$ cat src/rtl/svm_pkg.sv
// rtl/svm_pkg.sv - shared types, pipeline constants and sizing helper for the SVM classifier
package svm_pkg;

  typedef enum logic [1:0] {
    IDLE  = 2'd0,
    ACCUM = 2'd1,
    DRAIN = 2'd2,
    DONE  = 2'd3
  } state_t;

  // Edges from accepting the final beat to oDone being sampled high
  localparam int PIPE_LAT = 4;

  // Ceiling log2, never below 1 so it can size a counter for a single-beat window
  function automatic int clog2(input int value);
    int r;
    r = 0;
    for (int i = 0; i < 32; i++) begin
      if ((1 << r) < value) r = r + 1;
    end
    return (r < 1) ? 1 : r;
  endfunction

endpackage

$ cat src/rtl/svm_adder_tree.sv
// rtl/svm_adder_tree.sv - registered sign-extending sum of LANES signed inputs with valid and flush
module svm_adder_tree
  import svm_pkg::*;
#(
  parameter int LANES = 2,
  parameter int IN_W  = 32,
  parameter int OUT_W = 48
) (
  input  logic                    iClk,
  input  logic                    iRst_n,
  input  logic                    in_valid,
  input  logic [LANES*IN_W-1:0]   in_data,
  input  logic                    flush,
  output logic                    out_valid,
  output logic [OUT_W-1:0]        out_sum
);

  logic signed [IN_W-1:0]  lane;
  logic signed [OUT_W-1:0] sum_c;

  always_comb begin
    lane  = '0;
    sum_c = '0;
    for (int i = 0; i < LANES; i++) begin
      lane  = $signed(in_data[i*IN_W +: IN_W]);
      sum_c = sum_c + OUT_W'(lane);
    end
  end

  always_ff @(posedge iClk) begin
    if (!iRst_n) begin
      out_valid <= 1'b0;
      out_sum   <= '0;
    end else begin
      out_valid <= in_valid & ~flush;
      if (in_valid) out_sum <= sum_c;
    end
  end

endmodule

$ cat src/rtl/svm_dot_classifier.sv
// rtl/svm_dot_classifier.sv - streaming linear-SVM dot product, bias and human/not-human decision
module svm_dot_classifier
  import svm_pkg::*;
#(
  parameter int DATA_W = 16,
  parameter int FRAC_W = 8,
  parameter int LANES  = 2,
  parameter int N_FEAT = 3780,
  parameter int ACC_W  = 48
) (
  input  logic                      iClk,
  input  logic                      iRst_n,
  input  logic                      iStart,
  input  logic [ACC_W-1:0]          iBias,
  input  logic                      iValid,
  input  logic [LANES*DATA_W-1:0]   iFeat,
  input  logic [LANES*DATA_W-1:0]   iWeight,
  output logic                      oReady,
  output logic                      oBusy,
  output logic                      oDone,
  output logic                      oHuman,
  output logic [ACC_W-1:0]          oScore
);

  localparam int BEATS = N_FEAT / LANES;
  localparam int CNT_W = clog2(BEATS);
  localparam int PW    = 2 * DATA_W;
  localparam logic [CNT_W-1:0] LAST_BEAT = CNT_W'(BEATS - 1);

  if (ACC_W < PW + clog2(N_FEAT)) begin : g_acc_w_check
    $error("ACC_W too narrow for the feature count");
  end
  if (FRAC_W >= DATA_W) begin : g_frac_w_check
    $error("FRAC_W must be smaller than DATA_W");
  end
  if (N_FEAT % LANES != 0) begin : g_lanes_check
    $error("N_FEAT must be a multiple of LANES");
  end

  state_t                  state;
  logic [CNT_W-1:0]        cnt;
  logic signed [ACC_W-1:0] acc;
  logic [LANES*PW-1:0]     s1_prod;
  logic                    s1_valid;
  logic                    s2_valid;
  logic [ACC_W-1:0]        s2_sum;
  logic signed [PW-1:0]    prod_c [LANES];

  // A start is honoured only where a new window may begin; it also flushes in-flight beats
  logic restart;
  logic accept;
  assign restart = iStart & ((state == IDLE) | (state == ACCUM));
  assign accept  = iValid & oReady & ~iStart;

  always_comb begin
    for (int i = 0; i < LANES; i++) begin
      prod_c[i] = PW'($signed(iFeat[i*DATA_W +: DATA_W])) *
                  PW'($signed(iWeight[i*DATA_W +: DATA_W]));
    end
  end

  always_ff @(posedge iClk) begin
    if (!iRst_n) begin
      s1_valid <= 1'b0;
      s1_prod  <= '0;
    end else begin
      s1_valid <= accept;
      if (accept) begin
        for (int i = 0; i < LANES; i++) s1_prod[i*PW +: PW] <= prod_c[i];
      end
    end
  end

  svm_adder_tree #(
    .LANES (LANES),
    .IN_W  (PW),
    .OUT_W (ACC_W)
  ) u_tree (
    .iClk      (iClk),
    .iRst_n    (iRst_n),
    .in_valid  (s1_valid),
    .in_data   (s1_prod),
    .flush     (restart),
    .out_valid (s2_valid),
    .out_sum   (s2_sum)
  );

  always_ff @(posedge iClk) begin
    if (!iRst_n) begin
      acc <= '0;
    end else if (restart) begin
      acc <= $signed(iBias);
    end else if (s2_valid) begin
      acc <= acc + $signed(s2_sum);
    end
  end

  always_ff @(posedge iClk) begin
    if (!iRst_n) begin
      state  <= IDLE;
      cnt    <= '0;
      oReady <= 1'b0;
      oBusy  <= 1'b0;
      oDone  <= 1'b0;
      oHuman <= 1'b0;
      oScore <= '0;
    end else begin
      oDone <= 1'b0;
      case (state)
        IDLE: begin
          if (iStart) begin
            state  <= ACCUM;
            cnt    <= '0;
            oReady <= 1'b1;
            oBusy  <= 1'b1;
          end
        end
        ACCUM: begin
          if (iStart) begin
            cnt <= '0;
          end else if (iValid) begin
            if (cnt == LAST_BEAT) begin
              state  <= DRAIN;
              oReady <= 1'b0;
            end else begin
              cnt <= cnt + CNT_W'(1);
            end
          end
        end
        DRAIN: begin
          // The accumulator is final once both upstream stages have emptied
          if (!s1_valid && !s2_valid) begin
            state  <= DONE;
            oBusy  <= 1'b0;
            oDone  <= 1'b1;
            oScore <= acc;
            oHuman <= ~acc[ACC_W-1];
          end
        end
        DONE: begin
          state <= IDLE;
        end
        default: begin
          state <= IDLE;
        end
      endcase
    end
  end

endmodule

$ cat config.mk
export PLATFORM = sky130hd
export DESIGN_NAME = svm_dot_classifier
export DESIGN_NICKNAME = d
export VERILOG_FILES = /design/src/rtl/svm_pkg.sv /design/src/rtl/svm_adder_tree.sv /design/src/rtl/svm_dot_classifier.sv
export SDC_FILE = /design/constraint.sdc
export NUM_CORES = 2
export LEC_CHECK = 0
export CAP_MARGIN = 20
export CORE_UTILIZATION = 68
export DETAILED_ROUTE_END_ITERATION = 12
export PLACE_DENSITY_LB_ADDON = 0.15
export SYNTH_ARGS = -nofsm -noshare
export SYNTH_HDL_FRONTEND = slang
export SYNTH_HIERARCHICAL = 1
export SYNTH_SLANG_ARGS = --single-unit
$ cat constraint.sdc
create_clock -name iClk -period 20.2 [get_ports iClk]
set_clock_uncertainty 0.1 [all_clocks]
set_input_delay 2.02 -clock iClk [delete_from_list [all_inputs] [get_ports iClk]]
set_output_delay 2.02 -clock iClk [all_outputs]
set_load 0.03 [all_outputs]
==> summary.md <==
| Metric | Value |
|---|---|
| Pre-Repair DR Iteration Count | `6` |
| Number of clock sinks seen by CTS | `212` |
| Classification of the worst-slack hold path | `flop to flop` |
| TritonCTS buffer count | `24` |
| Syn_area_per_cell | `roughly 8.6 um^2` |
| Share of final-layout standard cells stronger than drive strength 1 | `2.680%` |
| Count of hold buffers inserted by post-cts repair | `0` |
| Clock root buffer | `clkbuf_16` |
| Area contributors post-synth | `fa_1, dfxtp_1, ha_1` |
| Most frequent standard cell in the layout excluding fill and tap cells | `inv_1` |
| Share of the synthesized area in the top cell type | `around 33%` |
| Total I/O pin count | `168` |
| Number of failing setup endpoints in the final timing report | `0` |
| Reg2reg setup slack | `16.63 ns` |
| Status | `completed` |
| Crit share post-route | `roughly 44%` |
| Wire length per cell after detailed routing | `17.99 um` |
| Most frequent cells in the layout | `inv_1, fa_1, nand2_1, and2_1, ha_1` |
| Final Max Slew Viols | `0` |
| Width of the die | `218.3 um` |
| Clock transition at the register clock pins on the worst setup and hold paths after CTS | `about 0.060 ns` |
| Wire length of the first global-routing pass | `129.6 mm` |
| Number of hold violations in the final report | `0` |
| Number of post-CTS setup repair buffers | `0` |
| Count of antenna-violating nets left after detailed routing | `0` |
| Kind of start point of the critical path | `input port` |
| Resized cells post-CTS | `0` |
| Worst-case clock buffer depth | `3` |
| Synth unique cells | `87` |
| Worst Path Required | `20.52 ns` |
| Sequential share of the synthesized area | `13.34%` |
| Routed WL | `~80 mm` |
| Number of fill cells in the layout | `around 3400` |
| Global placement routability congestion | `0.9803` |
| Cell accounting for the most synthesized area | `fa_1` |
| Maximum number of pins on one net before global-route repair | `78` |
| Crit Reg-Reg Endpoint | `acc[33]` |
| Logic depth of the worst register-to-register path | `12` |
| Area inside the core boundary | `45770 um^2` |
| Number of remaining DRC errors | `0` |
| Share of flip-flops with an asynchronous set or reset | `0%` |
| Initial DRC Count | `around 1600` |
| Count of H-tree levels built during CTS | `1` |
| Kind of end point of the critical path | `flop` |
| Count of antenna diodes in the layout | `0` |
| Area growth from synthesis to layout | `8.275%` |
| Setup repair after global routing missed its margin | `no` |
| Synth Cell Area | `31810 um^2` |
| Relative slew slack | `40.50%` |
| Vias in the first global route | `26370` |
| Clock network latency to the later pin of the worst-skew pair | `0.53 ns` |
| Row count | `78` |
| Maximum clock frequency | `approximately 0.11 GHz` |
| Initial antenna violation count | `0` |
| Critical path start-end classification | `input port to flop` |
| Initial Util | `between 60 and 70%` |
| Syn_nets | `4576` |
| Ys flop type | `dfxtp_1` |
| DP Wirelength | `63.56 mm` |
| Number of standard cells after synthesis | `3686` |
| WHS Path Cells | `2` |
| Chip height | `218.3 um` |
| Worst min-delay path startpoint | `oScore[32]` |
| Launch point of the worst reg-to-reg path | `u_tree/out_sum[16]` |
| Post-synth EDFFs | `0` |
| Drt via density | `5.851` |
| CTS tree | `built` |
| YS warnings | `6` |
| Min cycle time layout | `between 8 and 9 ns` |
| Overflow after GRT | `0` |
| CP Data Arrival Time | `9.12 ns` |
| Flops & latches, synth | `about 210` |
| Total routing usage reported by global routing | `33.78%` |
| Endpoint of the worst hold path | `oScore[32]` |
| Worst slew pin tran | `around 0.9 ns` |
| Largest fanout on the critical path | `16` |
| Die Outline Area | `47650 um^2` |
| Total via count in the routed design | `25350` |
| Number of input and output port buffers inserted | `167` |
| Reported max-cap violation count | `0` |
| Aggregate negative setup slack | `0 ns` |
| Post-layout net count | `4605` |
worst max-delay path by stage:
stage / endpoint / cells past startpoint / startpoint
floorplan: s1_prod[31] / 25 / iFeat[7]
finish: s1_prod[31] / 23 / iWeight[10]
global placement: s1_prod[31] / 23 / iFeat[11]
detailed placement: s1_prod[31] / 23 / iWeight[10]
CTS: s1_prod[31] / 23 / iFeat[11]
global route: s1_prod[31] / 24 / iFeat[7]
area by class of cell:
| type | instances | area (um^2) | share of cell area [%] |
|---|---|---|---|
| clock buffer | 32 | 701.9 | 2.038 |
| clock inverter | 11 | 143.9 | 0.4177 |
| timing repair buffer | 177 | 1742 | 5.056 |
| multi-input combinational | 2702 | 24620 | 71.46 |
| tap | 600 | 750.7 | 2.179 |
| inverter | 598 | 2247 | 6.524 |
| sequential | 212 | 4245 | 12.32 |
critical path, cell delays in order:
cell	delay (ns)
clkdlybuf4s50_1	0.74
and2_1	0.35
fa_1	0.53
inv_1	0.05
fa_1	0.56
inv_1	0.06
fa_1	0.50
fa_1	0.44
fa_1	0.51
inv_1	0.07
fa_1	0.48
inv_1	0.04
ha_1	0.38
a21o_1	0.25
a21o_1	0.19
a211o_1	0.31
or4b_1	0.51
a21oi_2	0.21
o21ai_1	0.10
a41o_1	0.29
a21oi_2	0.20
nor3_1	0.08
a311oi_1	0.25
registers in the layout, summed over array words and instances, names as in the netlist:
register and count:
s1_valid 1, oHuman 1, u_tree/out_valid 1, oBusy 1, u_tree/out_sum 33, state 2, cnt 11, oReady 1
oScore 48, oDone 1, acc 48, s1_prod 64
synth_stat cells (55+ instances only):
master	instances
xnor2_1	88
o21ai_0	90
clkbuf_1	141
and2_1	249
nand2_1	515
a21o_1	63
inv_1	596
dfxtp_1	212
a21oi_1	246
fa_1	526
mux2i_1	55
ha_1	248
nor2_1	160
kinds of logic (layout without fill, tap and decap cells):
kind of cell	count (synthesis)	count (layout)	share of synthesized area (%)
AOI/OAI and AO/OA	614	614	12.21
xor gates and xnor gates	138	138	3.799
adders and majority gates	774	774	42.85
buffers and inverters	772	818	9.333
DFF	212	212	13.34
muxes	56	56	1.766
and+or+nand+nor	1120	1120	16.70
through the flow:
step	worst slack (ns)	hold slack, ns	util [%]	instances	area (um^2)
after global placement	11.13	0.3410	73.41	4289	33600
after detailed placement	10.98	0.3453	73.41	4289	33600
after global routing	11.03	0.3671	75.26	4332	34450
after CTS	11.47	0.3534	75.26	4332	34450
after floorplan	12.10	0.3291	-	3686	31810
final	11.40	0.3533	75.26	4332	34450
per-layer routing:
layer,up-vias,share of wire [%],track usage (%)
li1,11760,-,-
met2,865,50,59.50
met5,-,0,0
met3,165,5.6,3.563
met1,12560,41,43.46
met4,0,3.1,10.96
Power is not shown: default switching activity piles up to over one toggle a cycle in this logic, so the estimate is an artifact.
